--- src/rtl/fetch_sequencer.sv ---
// -----------------------------------------------------------------------------
// fetch_sequencer
//   Control FSM that steps the softcore's program counter. It fetches the
//   instruction at i_PC from program memory over a req/ack handshake, decodes
//   it, pulses the ProgramCounter load/increment controls, and hands non-branch
//   instructions to the execute unit.
//
// Ports
//   i_clk, i_rst_n            clock (rising edge), asynchronous active-low reset
//   i_start                   begin execution (only looked at in IDLE)
//   i_PC                      current PC from ProgramCounter
//   o_incPC/o_loadPC/o_PCVal  ProgramCounter controls (single-cycle pulses)
//   o_mem_req/o_mem_addr      program memory read request / address
//   i_mem_ack/i_mem_data      read data valid / read data
//   i_zero                    zero flag used by JZ
//   o_instr                   instruction register
//   o_exec_valid/i_exec_ready execute-unit handshake
//   o_busy/o_halted/o_fault   status (FETCH/DECODE/EXEC, HALT, FAULT)
// -----------------------------------------------------------------------------
module fetch_sequencer #(
    parameter int         ADDR_W  = 12,
    parameter int         INSTR_W = 16,
    parameter int         TIMEOUT = 255,
    parameter logic [3:0] OP_JMP  = 4'h1,
    parameter logic [3:0] OP_JZ   = 4'h2,
    parameter logic [3:0] OP_HALT = 4'hF
) (
    input  logic               i_clk,
    input  logic               i_rst_n,
    input  logic               i_start,
    input  logic [ADDR_W-1:0]  i_PC,
    output logic               o_incPC,
    output logic               o_loadPC,
    output logic [ADDR_W-1:0]  o_PCVal,
    output logic               o_mem_req,
    output logic [ADDR_W-1:0]  o_mem_addr,
    input  logic               i_mem_ack,
    input  logic [INSTR_W-1:0] i_mem_data,
    input  logic               i_zero,
    output logic [INSTR_W-1:0] o_instr,
    output logic               o_exec_valid,
    input  logic               i_exec_ready,
    output logic               o_busy,
    output logic               o_halted,
    output logic               o_fault
);

    // Counter only ever needs to reach TIMEOUT-1.
    localparam int CNT_W = (TIMEOUT > 1) ? $clog2(TIMEOUT) : 1;
    localparam logic [CNT_W-1:0] CNT_LAST = CNT_W'(TIMEOUT - 1);

    typedef enum logic [2:0] {
        S_IDLE,
        S_FETCH,
        S_DECODE,
        S_EXEC,
        S_HALT,
        S_FAULT
    } state_t;

    state_t             state_q, state_d;
    logic [INSTR_W-1:0] instr_q, instr_d;
    logic [CNT_W-1:0]   cnt_q,   cnt_d;

    logic [3:0]         opcode;
    logic [ADDR_W-1:0]  operand;

    assign opcode  = instr_q[INSTR_W-1 -: 4];
    assign operand = instr_q[ADDR_W-1:0];
    assign o_instr = instr_q;

    always_ff @(posedge i_clk or negedge i_rst_n) begin
        if (!i_rst_n) begin
            state_q <= S_IDLE;
            instr_q <= '0;
            cnt_q   <= '0;
        end else begin
            state_q <= state_d;
            instr_q <= instr_d;
            cnt_q   <= cnt_d;
        end
    end

    always_comb begin
        state_d      = state_q;
        instr_d      = instr_q;
        cnt_d        = '0;
        o_incPC      = 1'b0;
        o_loadPC     = 1'b0;
        o_PCVal      = '0;
        o_mem_req    = 1'b0;
        o_mem_addr   = '0;
        o_exec_valid = 1'b0;
        o_busy       = 1'b0;
        o_halted     = 1'b0;
        o_fault      = 1'b0;

        case (state_q)
            S_IDLE: begin
                if (i_start) begin
                    state_d = S_FETCH;
                end
            end

            S_FETCH: begin
                o_busy     = 1'b1;
                o_mem_req  = 1'b1;
                o_mem_addr = i_PC;
                // An ack in the last allowed cycle still counts as a fetch.
                if (i_mem_ack) begin
                    instr_d = i_mem_data;
                    state_d = S_DECODE;
                end else if (cnt_q == CNT_LAST) begin
                    state_d = S_FAULT;
                end else begin
                    cnt_d = cnt_q + CNT_W'(1);
                end
            end

            S_DECODE: begin
                o_busy = 1'b1;
                if (opcode == OP_JMP) begin
                    o_loadPC = 1'b1;
                    o_PCVal  = operand;
                    state_d  = S_FETCH;
                end else if (opcode == OP_JZ) begin
                    if (i_zero) begin
                        o_loadPC = 1'b1;
                        o_PCVal  = operand;
                    end else begin
                        o_incPC = 1'b1;
                    end
                    state_d = S_FETCH;
                end else if (opcode == OP_HALT) begin
                    state_d = S_HALT;
                end else begin
                    // PC advances now so the following fetch is already lined up.
                    o_incPC = 1'b1;
                    state_d = S_EXEC;
                end
            end

            S_EXEC: begin
                o_busy       = 1'b1;
                o_exec_valid = 1'b1;
                if (i_exec_ready) begin
                    state_d = S_FETCH;
                end
            end

            S_HALT: begin
                o_halted = 1'b1;
            end

            S_FAULT: begin
                o_fault = 1'b1;
            end

            default: begin
                state_d = S_IDLE;
            end
        endcase
    end

endmodule

--- config.mk ---
export PLATFORM = sky130hd
export DESIGN_NAME = fetch_sequencer
export DESIGN_NICKNAME = d
export VERILOG_FILES = /design/src/rtl/fetch_sequencer.sv
export SDC_FILE = /design/constraint.sdc
export NUM_CORES = 1
export LEC_CHECK = 0
export ABC_AREA = 1
export BUFFER_PORTS_ARGS = -buffer_cell sky130_fd_sc_hd__buf_2
export CAP_MARGIN = 20
export CORE_MARGIN = 2
export CORE_UTILIZATION = 40
export CTS_CLUSTER_DIAMETER = 50
export DETAILED_ROUTE_END_ITERATION = 6
export HOLD_SLACK_MARGIN = 0.12
export PLACE_DENSITY = 0.73
export SLEW_MARGIN = 20
export SYNTH_ARGS = -nofsm -noshare
export SYNTH_HDL_FRONTEND = slang
export SYNTH_SLANG_ARGS = --single-unit
--- constraint.sdc ---
create_clock -name i_clk -period 1.7 [get_ports i_clk]
set_clock_uncertainty 0.05 [all_clocks]
set_input_delay 0 -clock i_clk [delete_from_list [all_inputs] [get_ports i_clk]]
set_output_delay 0 -clock i_clk [all_outputs]
set_load 0.02 [all_outputs]
==> results of run 1 <==
cells in the mapped netlist, drive strengths merged:
| library cell | number |
|---|---|
| ha | 2 |
| a21oi | 13 |
| nand2 | 37 |
| o21ai | 1 |
| inv | 38 |
| nor2 | 62 |
| dfrtp | 27 |
| nand3 | 13 |
| xnor2 | 2 |
| xor2 | 3 |
| nand4 | 2 |
| buf | 5 |
| nand3b | 1 |
flip-flops by register name, indices dropped and copies added, names as in the netlist:
signal	count
cnt_q	8
o_instr	16
state_q	3
per-stage QoR:
step	worst slack (ns)	power [mW]	cell area (um^2)
floorplan	0.246	2.26	1550
global placement	0.244	2.74	1970
detailed placement	0.205	2.76	1970
CTS	0.00637	3.23	2260
global route	-0.0728	3.60	2340
finish	0.0180	3.33	2340
where the power goes:
group          internal [mW]  switching (mW)
logic                  0.683            1.25
clock network          0.166           0.202
registers              0.857           0.180
total                   1.71            1.63
logic make-up (layout without fill, tap and decap cells):
family                     count (synthesis)  after routing  synth area share [%]
DFF                                       27             27                  43.7
adders and majority gates                  2              2                  1.62
buffers and inverters                     43            149                  12.4
and+or+nand+nor                          115            116                  31.8
xor gates and xnor gates                   5              5                  2.83
AOI/OAI and AO/OA                         14             14                  7.68
worst max-delay path: cells and delay by family, from the launching register on:
kind	cells	cell delay, ns
compound gates	1	0.25
simple gates	4	0.52
flops	1	0.42
buf+inv	1	0.17
how the worst max path moves through the flow:
stage                                  end  slack, ns  cells past startpoint
finish                          o_PCVal[5]       0.02                      6
global route                    o_PCVal[5]      -0.07                      6
CTS                             o_PCVal[2]      0.006                      6
detailed placement  o_instr[4]$_DFFE_PN0P_       0.20                      6
global placement    o_instr[9]$_DFFE_PN0P_       0.24                      6
floorplan                       o_PCVal[0]       0.25                      6
repair_timing:
action	in CTS	in global routing
cloned	1	0
hold endpoints to repair	47	0
hold buffers	23	0
resized for setup	3	19
pin swaps	1	3
endpoints found under the setup margin	12	16
buffers inserted	1	2
cell type report:
type	instances	area share [%]
clock buffers	3	1.77
repair buffers	107	29.1
clock inverters	1	0.321
inverters	38	6.21
well taps	48	2.57
flip-flops and latches	27	29.0
multi-input cells	137	31.1
per-layer routing:
| metal | global-route usage [%] | part of all wire [%] | up-vias |
|---|---|---|---|
| met5 | 0 | 0 | - |
| met4 | 4.59 | 0.86 | 0 |
| met3 | 2.90 | 9.0 | 4 |
| met2 | 35.0 | 48 | 78 |
| met1 | 22.1 | 42 | 717 |
| li1 | - | - | 826 |
==> metrics, run 1 <==
chain of cells forming the critical path=nor2_2 -> nand3_2 -> o21ai_4 -> nand2_4 -> nor2_1 -> buf_4; net count after synthesis=242; via count=1625; antenna violations before repair=0; status=finished clean; total leakage power=1.35 nW; horizontal extent of the die=66.2 um; post-layout min period=1.68 ns; number of fillers in the final layout=339; cell count after synthesis=206; unrepaired setup endpoints after global routing=yes; fraction of the cycle the final worst path needs=98.9%; Final GP Congestion=0.745; vias in the first global route=1530; clk buf depth=2; Layout area overhead=51.0%; largest voltage drop on the vdd net=0.712 mV; Min Hold Slack=0.232 ns; half-perimeter wire length after detailed placement=2.61 mm; internal reg-to-reg setup slack=0.06 ns; Worst Path Arrival=1.63 ns; Hold Vio Cnt, Final=0; number of H-tree levels=1; Reg2Reg Depth=6; Die Span Y=66.2 um; footprint of the flip-flops and latches=677 um^2; final routed wirelength across all metal layers=3.96 mm; commonest non-fill, non-tap cell in the layout=buf_2; combined area of the multi-input logic cells=727 um^2; buffer cell driving the clock tree root=clkbuf_8; fraction of the core area covered by cells at the end of the flow=63.4%; Synth area leader=dfrtp_1; top post-synthesis cells by area=dfrtp_1, nor2_1, inv_1, nand2_1, a21oi_2; TritonRoute pass-1 iters=4; detailed router's first-iteration violation count=62; Slew Limit Fails=0; clock-pin slew on the worst setup and hold paths=0.09 ns; clock net sink count=27; max-slew headroom at the worst pin=60.8%; Tightest Hold Check Type=input port to async pin; per-cell via count in the routed design=4.50; warning count from the yosys run=0; final antenna-violating net count=0; antenna diode count=0; share of layout cells above drive strength 1=38.3%; Crit-path slowest cell=dfrtp_1; number of different library cells in the post-synthesis netlist=19; ports placed on the boundary=81; Nets=350; area of the core=3690 um^2; endpoint class of the critical path=output pin; TritonCTS clock tree=built; synthesized area divided by synthesized cell count=7.51 um^2; CTS Buf Count=3; latest clock arrival within the worst-skew pair=0.27 ns; portion of synthesized cell area occupied by the leading cell type=43.7%; die area=4380 um^2; capture point of the worst reg-to-reg path=o_instr[15]$_DFFE_PN0P_; power density over the cells=1430 nW/um^2; overflow left after global routing=0; non-filler cells in the finished layout=361; Syn Std Cell Area=1550 um^2; global-route total usage across every layer=18.7%; startpoint of the worst-slack reg-to-reg timing path=state_q[2]$_DFFE_PN0P_; number of max-cap violations=0; crit path launch type=register; cell count after placement=330; Least-Margin Pin Slew=0.588 ns; maximum number of pins on one net before global-route repair=31; commonest cells after routing, fill and taps aside=buf_2, nor2_1, inv_1, nand2_1, dfrtp_1; crit path kind=register to output pin; Avg WL per Cell=11.0 um; Finish-stage setup viols=0; total number of placement rows=22; fraction of the yosys area taken by sequential cells=43.7%; Max Clock Freq=595 MHz; Starting Density=42.0%; crit path max fanout=7; number of synthesized register bits=27; CP Data Required Time=1.65 ns; DRC violations left=0; highest cell delay on the worst timing path=0.42 ns; launch point of the worst path=o_instr[15]$_DFFE_PN0P_; Port Buffer Count=80; first-pass GRT wire length=6.40 mm; final total negative setup slack=0 ns
Power figures use the tool's default switching activity.
==> inputs of run 2 (changes only) <==
==> constraint.sdc (replaced) <==
create_clock -name i_clk -period 2.1 [get_ports i_clk]
set_clock_uncertainty 0.05 [all_clocks]
set_input_delay 0 -clock i_clk [delete_from_list [all_inputs] [get_ports i_clk]]
set_output_delay 0 -clock i_clk [all_outputs]
set_load 0.02 [all_outputs]
==> run 2 against run 1 <==
Net effect:
- routed wire length down 8.9%
- clock power shrank 24%
- core utilization decreased by 2.8 points
- worst setup slack better by 0.35 ns
- sequential cell count unchanged
- hold slack worse by 0.0020 ns
- non-clock buffer count shrank 4
- cell count down 1.4%
- via count shrank 5.9%
- combinational power is 26% lower
- highest routed layer unchanged
- sequential share of layout area is 1.3 points higher
- first-iteration DRC count down 48%
==> metrics, run 2 (synthesis gave the netlist of run 1 again) <==
endpoint class of the critical path=output pin; fraction of the core area covered by cells at the end of the flow=60.5% (-2.8 points); Finished Cell Area=2230 um^2 (-4.4%); sequential power share=32.5% (+1.4 points); area of the core=3690 um^2 (unchanged); Die Span Y=66.2 um (unchanged); max-slew headroom at the worst pin=59.7% (-1.1 points); final antenna-violating net count=0 (unchanged); maximum number of pins on one net before global-route repair=31 (unchanged); internal power component=1.30 mW (-24%); die area=4380 um^2 (unchanged); half-perimeter wire length after detailed placement=2.56 mm (-2.0%); share of layout cells above drive strength 1=34.1% (-4.2 points); status=finished clean; combinational share of power=56.4% (-1.5 points); post-CTS setup repair buffer count=0 (-1); vias in the first global route=1443 (-5.7%); total number of placement rows=22 (unchanged); commonest non-fill, non-tap cell in the layout=buf_2; TritonRoute pass-1 iters=4 (unchanged); Layout area overhead=44.3%; clock network fraction of total power=11.0% (about the same); crit path max fanout=13 (+6); Nets=345 (-1.4%); TritonCTS clock tree=built; Max Clock Freq=578 MHz; antenna diode count=0 (unchanged); final total negative setup slack=0 ns (unchanged); ports placed on the boundary=81 (unchanged); Final GP Congestion=0.775 (+3.9%); crit path kind=register to output pin; Starting Density=42.0% (unchanged); latest clock arrival within the worst-skew pair=0.26 ns (about the same); CTS Buf Count=3 (unchanged); clock net sink count=27 (unchanged); Slew Limit Fails=0 (unchanged); total leakage power=1.31 nW (-3.1%); Min Hold Slack=0.230 ns (-0.00199 ns); Finish-stage setup viols=0 (unchanged); DP Area=1960 um^2 (-0.38%); final routed wirelength across all metal layers=3.61 mm (-8.9%); horizontal extent of the die=66.2 um (unchanged); via count=1529 (-5.9%); largest voltage drop on the vdd net=0.597 mV (-16%); detailed router's first-iteration violation count=32 (-48%); Worst Path Arrival=1.68 ns (+0.05 ns); first-pass GRT wire length=5.92 mm (-7.5%); Avg WL per Cell=10.1 um (-7.6%); buffer cell driving the clock tree root=clkbuf_8; overflow left after global routing=0 (unchanged); number of H-tree levels=1 (unchanged); Gates resized, CTS repair=0 (-3); unrepaired setup endpoints after global routing=no; Tightest Hold Check Type=input port to async pin; flip-flop count of the largest register after layout=16 (unchanged); clock-pin slew on the worst setup and hold paths=0.08 ns (about the same); power density over the cells=1130 nW/um^2 (-21%); crit path launch type=register; clk buf depth=2 (unchanged); DRC violations left=0 (unchanged); Hold Vio Cnt, Final=0 (unchanged); fraction of the cycle the final worst path needs=82.4%; antenna violations before repair=0 (unchanged); Port Buffer Count=80 (unchanged); Sw Share=48.5% (-0.33 points); commonest cells after routing, fill and taps aside=buf_2, nor2_1, inv_1, nand2_1, dfrtp_1; number of max-cap violations=0 (unchanged); switching power summed over all nets=1.22 mW (-25%); Least-Margin Pin Slew=0.605 ns (+0.0165 ns); CP Data Required Time=2.05 ns (+0.40 ns); post-layout min period=1.73 ns; global-route total usage across every layer=17.2% (-1.5 points); per-cell via count in the routed design=4.29 (-4.6%)
-- run 2: cell types whose count changed in the layout (fill, tap and decap cells not counted), moves of 2 or more --
cell,before,now
buf_4,9,0
nor2_2,6,3
nand2_4,3,1
inv_1,36,38
buf_2,74,80
nor2_1,54,58
-- run 2: worst paths after layout --
path / from / endpoint / slack (ns) / cells past startpoint
worst min register to register: cnt_q[0]$_DFF_PN0_ / cnt_q[0]$_DFF_PN0_ / 0.44 / 1
worst min-delay path: i_rst_n / o_instr[11]$_DFFE_PN0P_ / 0.23 / 2
min in group i_clk: i_PC[11] / o_mem_addr[11] / 0.26 / 4
max in group asynchronous: i_rst_n / o_instr[7]$_DFFE_PN0P_ / 1.37 / 2
worst max register to register: state_q[2]$_DFFE_PN0P_ / o_instr[13]$_DFFE_PN0P_ / 0.42 / 6
worst max-delay path: state_q[0]$_DFFE_PN0P_ / o_PCVal[7] / 0.37 / 6
-- run 2: area by class of cell --
cell class,instances,area (um^2)
Clock buffer,4,45.0
Fill cell,322,1460
Inverter,38,143
Multi-Input combinational cell,136,679
Sequential cell,27,676
Tap cell,48,60.1
Timing Repair Buffer,103,631
-- run 2: metal layers --
metal / GRT usage [%] / routed length (um) / vias to the layer above
met5: 0 / 0 / -
met4: 3.83 / 12 / 0
met3: 3.92 / 314 / 2
met2: 30.8 / 1570 / 67
met1: 21.0 / 1710 / 641
li1: - / - / 819
-- run 2: timing repair --
item,CTS,global route
hold endpoints to repair,46,0
setup endpoints to repair,0,0
hold buffers,23,0
-- run 2: power by group through the flow --
stage	Sequential [mW]	Combinational, mW	Clock (mW)
final	0.822	1.42	0.279
after global routing	0.845	1.58	0.319
after global placement	0.826	1.37	0
after floorplan	0.997	0.834	0
after detailed placement	0.832	1.38	0
after CTS	0.821	1.43	0.296
-- run 2: critical path: stages, from the launching register on --
cell and delay [ns]:
dfrtp_1 0.47, inv_1 0.11, nand2_1 0.05, nor2_1 0.22
nand2_2 0.22, nor2_1 0.16, buf_2 0.19
-- run 2: stage by stage --
step	worst slack (ns)	total power, mW	cells
CTS	0.367	2.54	356
floorplan	0.646	1.83	206
finish	0.370	2.53	356
global route	0.191	2.74	356
global placement	0.632	2.20	329
detailed placement	0.617	2.21	329
==> inputs of run 3 (changes only) <==
--- a/config.mk
+++ b/config.mk
@@ -5,7 +5,7 @@
 export SDC_FILE = /design/constraint.sdc
 export NUM_CORES = 1
 export LEC_CHECK = 0
-export ABC_AREA = 1
+export ABC_AREA = 0
 export BUFFER_PORTS_ARGS = -buffer_cell sky130_fd_sc_hd__buf_2
 export CAP_MARGIN = 20
 export CORE_MARGIN = 2
@@ -13,7 +13,7 @@
 export CTS_CLUSTER_DIAMETER = 50
 export DETAILED_ROUTE_END_ITERATION = 6
 export HOLD_SLACK_MARGIN = 0.12
-export PLACE_DENSITY = 0.73
+export PLACE_DENSITY = 0.74
 export SLEW_MARGIN = 20
 export SYNTH_ARGS = -nofsm -noshare
 export SYNTH_HDL_FRONTEND = slang
==> constraint.sdc (replaced) <==
create_clock -name i_clk -period 1.73 [get_ports i_clk]
set_clock_uncertainty 0.05 [all_clocks]
set_input_delay 0 -clock i_clk [delete_from_list [all_inputs] [get_ports i_clk]]
set_output_delay 0 -clock i_clk [all_outputs]
set_load 0.02 [all_outputs]
==> run 3 against run 2 <==
Net effect:
- hold slack worse by 0.0079 ns
- highest routed layer unchanged
- critical path depth stayed put
- combinational power is 35% higher
- first-iteration DRC count is 13% higher
- sequential share of layout area is 1.4 points lower
- design area is 5.6% higher
- routed wire length is 12% higher
- global-route usage is 1.0 points higher
==> metrics, run 3 <==
antenna diode count=0 (unchanged); total number of placement rows=22 (unchanged); unrepaired setup endpoints after global routing=yes; number of different library cells in the post-synthesis netlist=38 (+19); sequential power share=33.6% (+1.1 points); Synth area leader=dfrtp_1; ports placed on the boundary=81 (unchanged); commonest cells after routing, fill and taps aside=buf_2, dfrtp_1, dlygate4sd3_1, and2_1; fraction of the cycle the final worst path needs=98.7%; Starting Density=41.4% (-0.57 points); TritonRoute pass-1 iters=4 (unchanged); cell count after synthesis=135 (-34%); max-slew headroom at the worst pin=59.8% (+0.13 points); cell repeated most along the worst path=buf_4; clock network fraction of total power=10.5% (-0.5 points); antenna violations before repair=0 (unchanged); fraction of the core area covered by cells at the end of the flow=64.4% (+3.9 points); global-route total usage across every layer=18.2% (+1.0 points); internal power component=1.94 mW (+49%); Finished Cell Area=2360 um^2 (+5.6%); combinational share of power=55.9% (-0.5 points); capture point of the worst reg-to-reg path=o_instr[12]$_DFFE_PN0P_; DP Area=1950 um^2 (-0.58%); Tightest Hold Check Type=input port to async pin; area of the core=3660 um^2 (-0.75%); overflow left after global routing=0 (unchanged); fraction of the mapped netlist area in compound gates=8.75% (+1.1 points); Critical Path End=o_PCVal[2]; post-layout min period=1.71 ns; largest voltage drop on the vdd net=0.880 mV (+48%); Syn Std Cell Area=1520 um^2 (-2.1%); total leakage power=1.21 nW (-8.0%); startpoint of the worst-slack reg-to-reg timing path=state_q[2]$_DFFE_PN0P_; Sw Share=43.4% (-5.1 points); Finish-stage setup viols=0 (unchanged); number of max-cap violations=0 (unchanged); cell with the most instances after synthesis=dfrtp_1; Avg WL per Cell=13.9 um (+37%); DRC violations left=0 (unchanged); Least-Margin Pin Slew=0.603 ns (-0.00197 ns); chain of cells forming the critical path=nor2b_1 -> a21oi_1 -> nor4_4 -> buf_4 -> and2_1 -> buf_4; Worst Path Arrival=1.66 ns (-0.02 ns); top post-synthesis cells by area=dfrtp_1, and2_1, mux2_4, mux2_2, nor2_1; TritonCTS clock tree=built; final antenna-violating net count=0 (unchanged); xor and xnor area share after synthesis=2.31% (-0.52 points); crit path kind=register to output pin; FFs w/ async S/R, synth=100% (unchanged); launch point of the worst path=o_instr[12]$_DFFE_PN0P_; synthesized area divided by synthesized cell count=11.2 um^2 (+49%); power density over the cells=1450 nW/um^2 (+29%); CP Data Required Time=1.68 ns (-0.37 ns); via count=1383 (-9.5%); endpoint class of the critical path=output pin; most used flip-flop cell after synthesis=dfrtp_1; Die Span Y=65.5 um (-1.0%); warning count from the yosys run=0 (unchanged); count of flip-flops with a built-in enable after synthesis=0 (unchanged); clk buf depth=2 (unchanged); mux cell area share after synthesis=14.1% (+14 points); Crit-path slowest cell=dfrtp_2; buffer cell driving the clock tree root=clkbuf_8; first-pass GRT wire length=6.04 mm (+2.0%); flip-flop count of the largest register after layout=16 (unchanged); Port Buffer Count=80 (unchanged); vias in the first global route=1290 (-11%); Hold Vio Cnt, Final=0 (unchanged); commonest non-fill, non-tap cell in the layout=buf_2; dominant combinational cell family by area after synthesis=simple AND/OR/NAND/NOR gates; crit path max fanout=6 (-7); commonest cells in the synthesized netlist=dfrtp_1, and2_1, nor2_1, mux2_4, mux2_2; fraction of the yosys area taken by sequential cells=44.6% (+0.94 points); net count after synthesis=171 (-29%); Synth Area in Adders=1.65% (+0.035 points); half-perimeter wire length after detailed placement=2.45 mm (-4.0%); clock net sink count=27 (unchanged); post-route worst setup slack=0.0223 ns (-0.348 ns); die area=4300 um^2 (-2.0%); maximum number of pins on one net before global-route repair=28 (-9.7%); status=finished clean; share of layout cells above drive strength 1=54.7% (+21 points); area share of and/or/nand/nor cells after synthesis=23.2% (-8.6 points); internal reg-to-reg setup slack=0.03 ns (-0.39 ns); Max Clock Freq=586 MHz; number of H-tree levels=1 (unchanged); CTS Buf Count=3 (unchanged); switching power summed over all nets=1.49 mW (+21%); number of synthesized register bits=27 (unchanged); Final GP Congestion=0.835 (+7.8%); portion of synthesized cell area occupied by the leading cell type=44.6% (+0.94 points); pre-CTS setup slack=0.142 ns (-0.474 ns); horizontal extent of the die=65.5 um (-1.0%); clock-pin slew on the worst setup and hold paths=0.09 ns (about the same); Layout area overhead=55.7%; highest cell delay on the worst timing path=0.45 ns (-0.02 ns); Reg2Reg Depth=5 (-1); final routed wirelength across all metal layers=4.03 mm (+12%); per-cell via count in the routed design=4.75 (+11%); Nets=280 (-19%); latest clock arrival within the worst-skew pair=0.27 ns (about the same); Slew Limit Fails=0 (unchanged); detailed router's first-iteration violation count=36 (+13%); crit path launch type=register
-- run 3: how the worst min path moves through the flow --
stage | startpoint | to | slack (ns) | cells past startpoint
6_report | i_rst_n | o_instr[12]$_DFFE_PN0P_ | 0.22 | 2
5_1_grt | i_rst_n | o_instr[1]$_DFFE_PN0P_ | 0.27 | 2
4_1_cts | i_rst_n | o_instr[15]$_DFFE_PN0P_ | 0.22 | 2
3_5_place_dp | i_rst_n | o_instr[12]$_DFFE_PN0P_ | -0.01 | 1
3_3_place_gp | i_rst_n | o_instr[1]$_DFFE_PN0P_ | -0.01 | 1
2_1_floorplan | i_rst_n | cnt_q[0]$_DFF_PN0_ | -0.35 | 0
-- run 3: layer usage --
| layer | up-vias | global-route usage, % | wire (um) |
|---|---|---|---|
| li1 | 676 | - | - |
| met1 | 658 | 23.3 | 1630 |
| met2 | 38 | 30.7 | 2150 |
| met3 | 11 | 3.77 | 164 |
| met4 | 0 | 5.99 | 92 |
| met5 | - | 0 | 0 |
-- run 3: cell type report --
type	count	area, um^2
inverters	4	15.0
multi-input cells	98	800
flip-flops and latches	27	681
fillers	284	1300
clock inverters	1	5.00
repair buffers	110	757
clock buffers	3	41.3
well taps	48	60.1
-- run 3: critical path, delay by kind of cell (launching register included) --
kind | cells | cell delay (ns)
AO/OA/AOI/OAI | 1 | 0.24
buffers and inverters | 2 | 0.31
flip-flops | 1 | 0.45
AND/OR/NAND/NOR | 3 | 0.37
-- run 3: power by group through the flow --
stage	clock (mW)	combinational, mW	sequential (mW)
after floorplan	0	1.04	1.30
after CTS	0.370	1.85	1.13
after global routing	0.401	2.04	1.18
final	0.359	1.92	1.15
after global placement	0	1.69	1.10
after detailed placement	0	1.72	1.11
-- run 3: kinds of logic after synthesis --
logic type	count (synthesis)
flops	27
xor+xnor	4
simple gates	58
mux	16
buf+inv	10
compound gates	18
fa+ha+maj	2
-- run 3: repair_timing --
item	in CTS	in global routing
endpoints found under the setup margin	12	12
hold buffers	19	0
pin swaps	3	5
gates resized for setup	22	20
hold endpoints to repair	45	0
cloned	1	0
setup buffers	5	1
-- run 3: through the flow --
stage | hold slack [ns] | instances | TNS [ns] | power (mW)
after floorplan | -0.346 | 135 | 0 | 2.34
after global placement | -0.0137 | 262 | 0 | 2.80
after detailed placement | -0.0141 | 262 | 0 | 2.83
after CTS | 0.217 | 290 | 0 | 3.35
after global routing | 0.266 | 291 | -0.706 | 3.62
final | 0.222 | 291 | 0 | 3.43
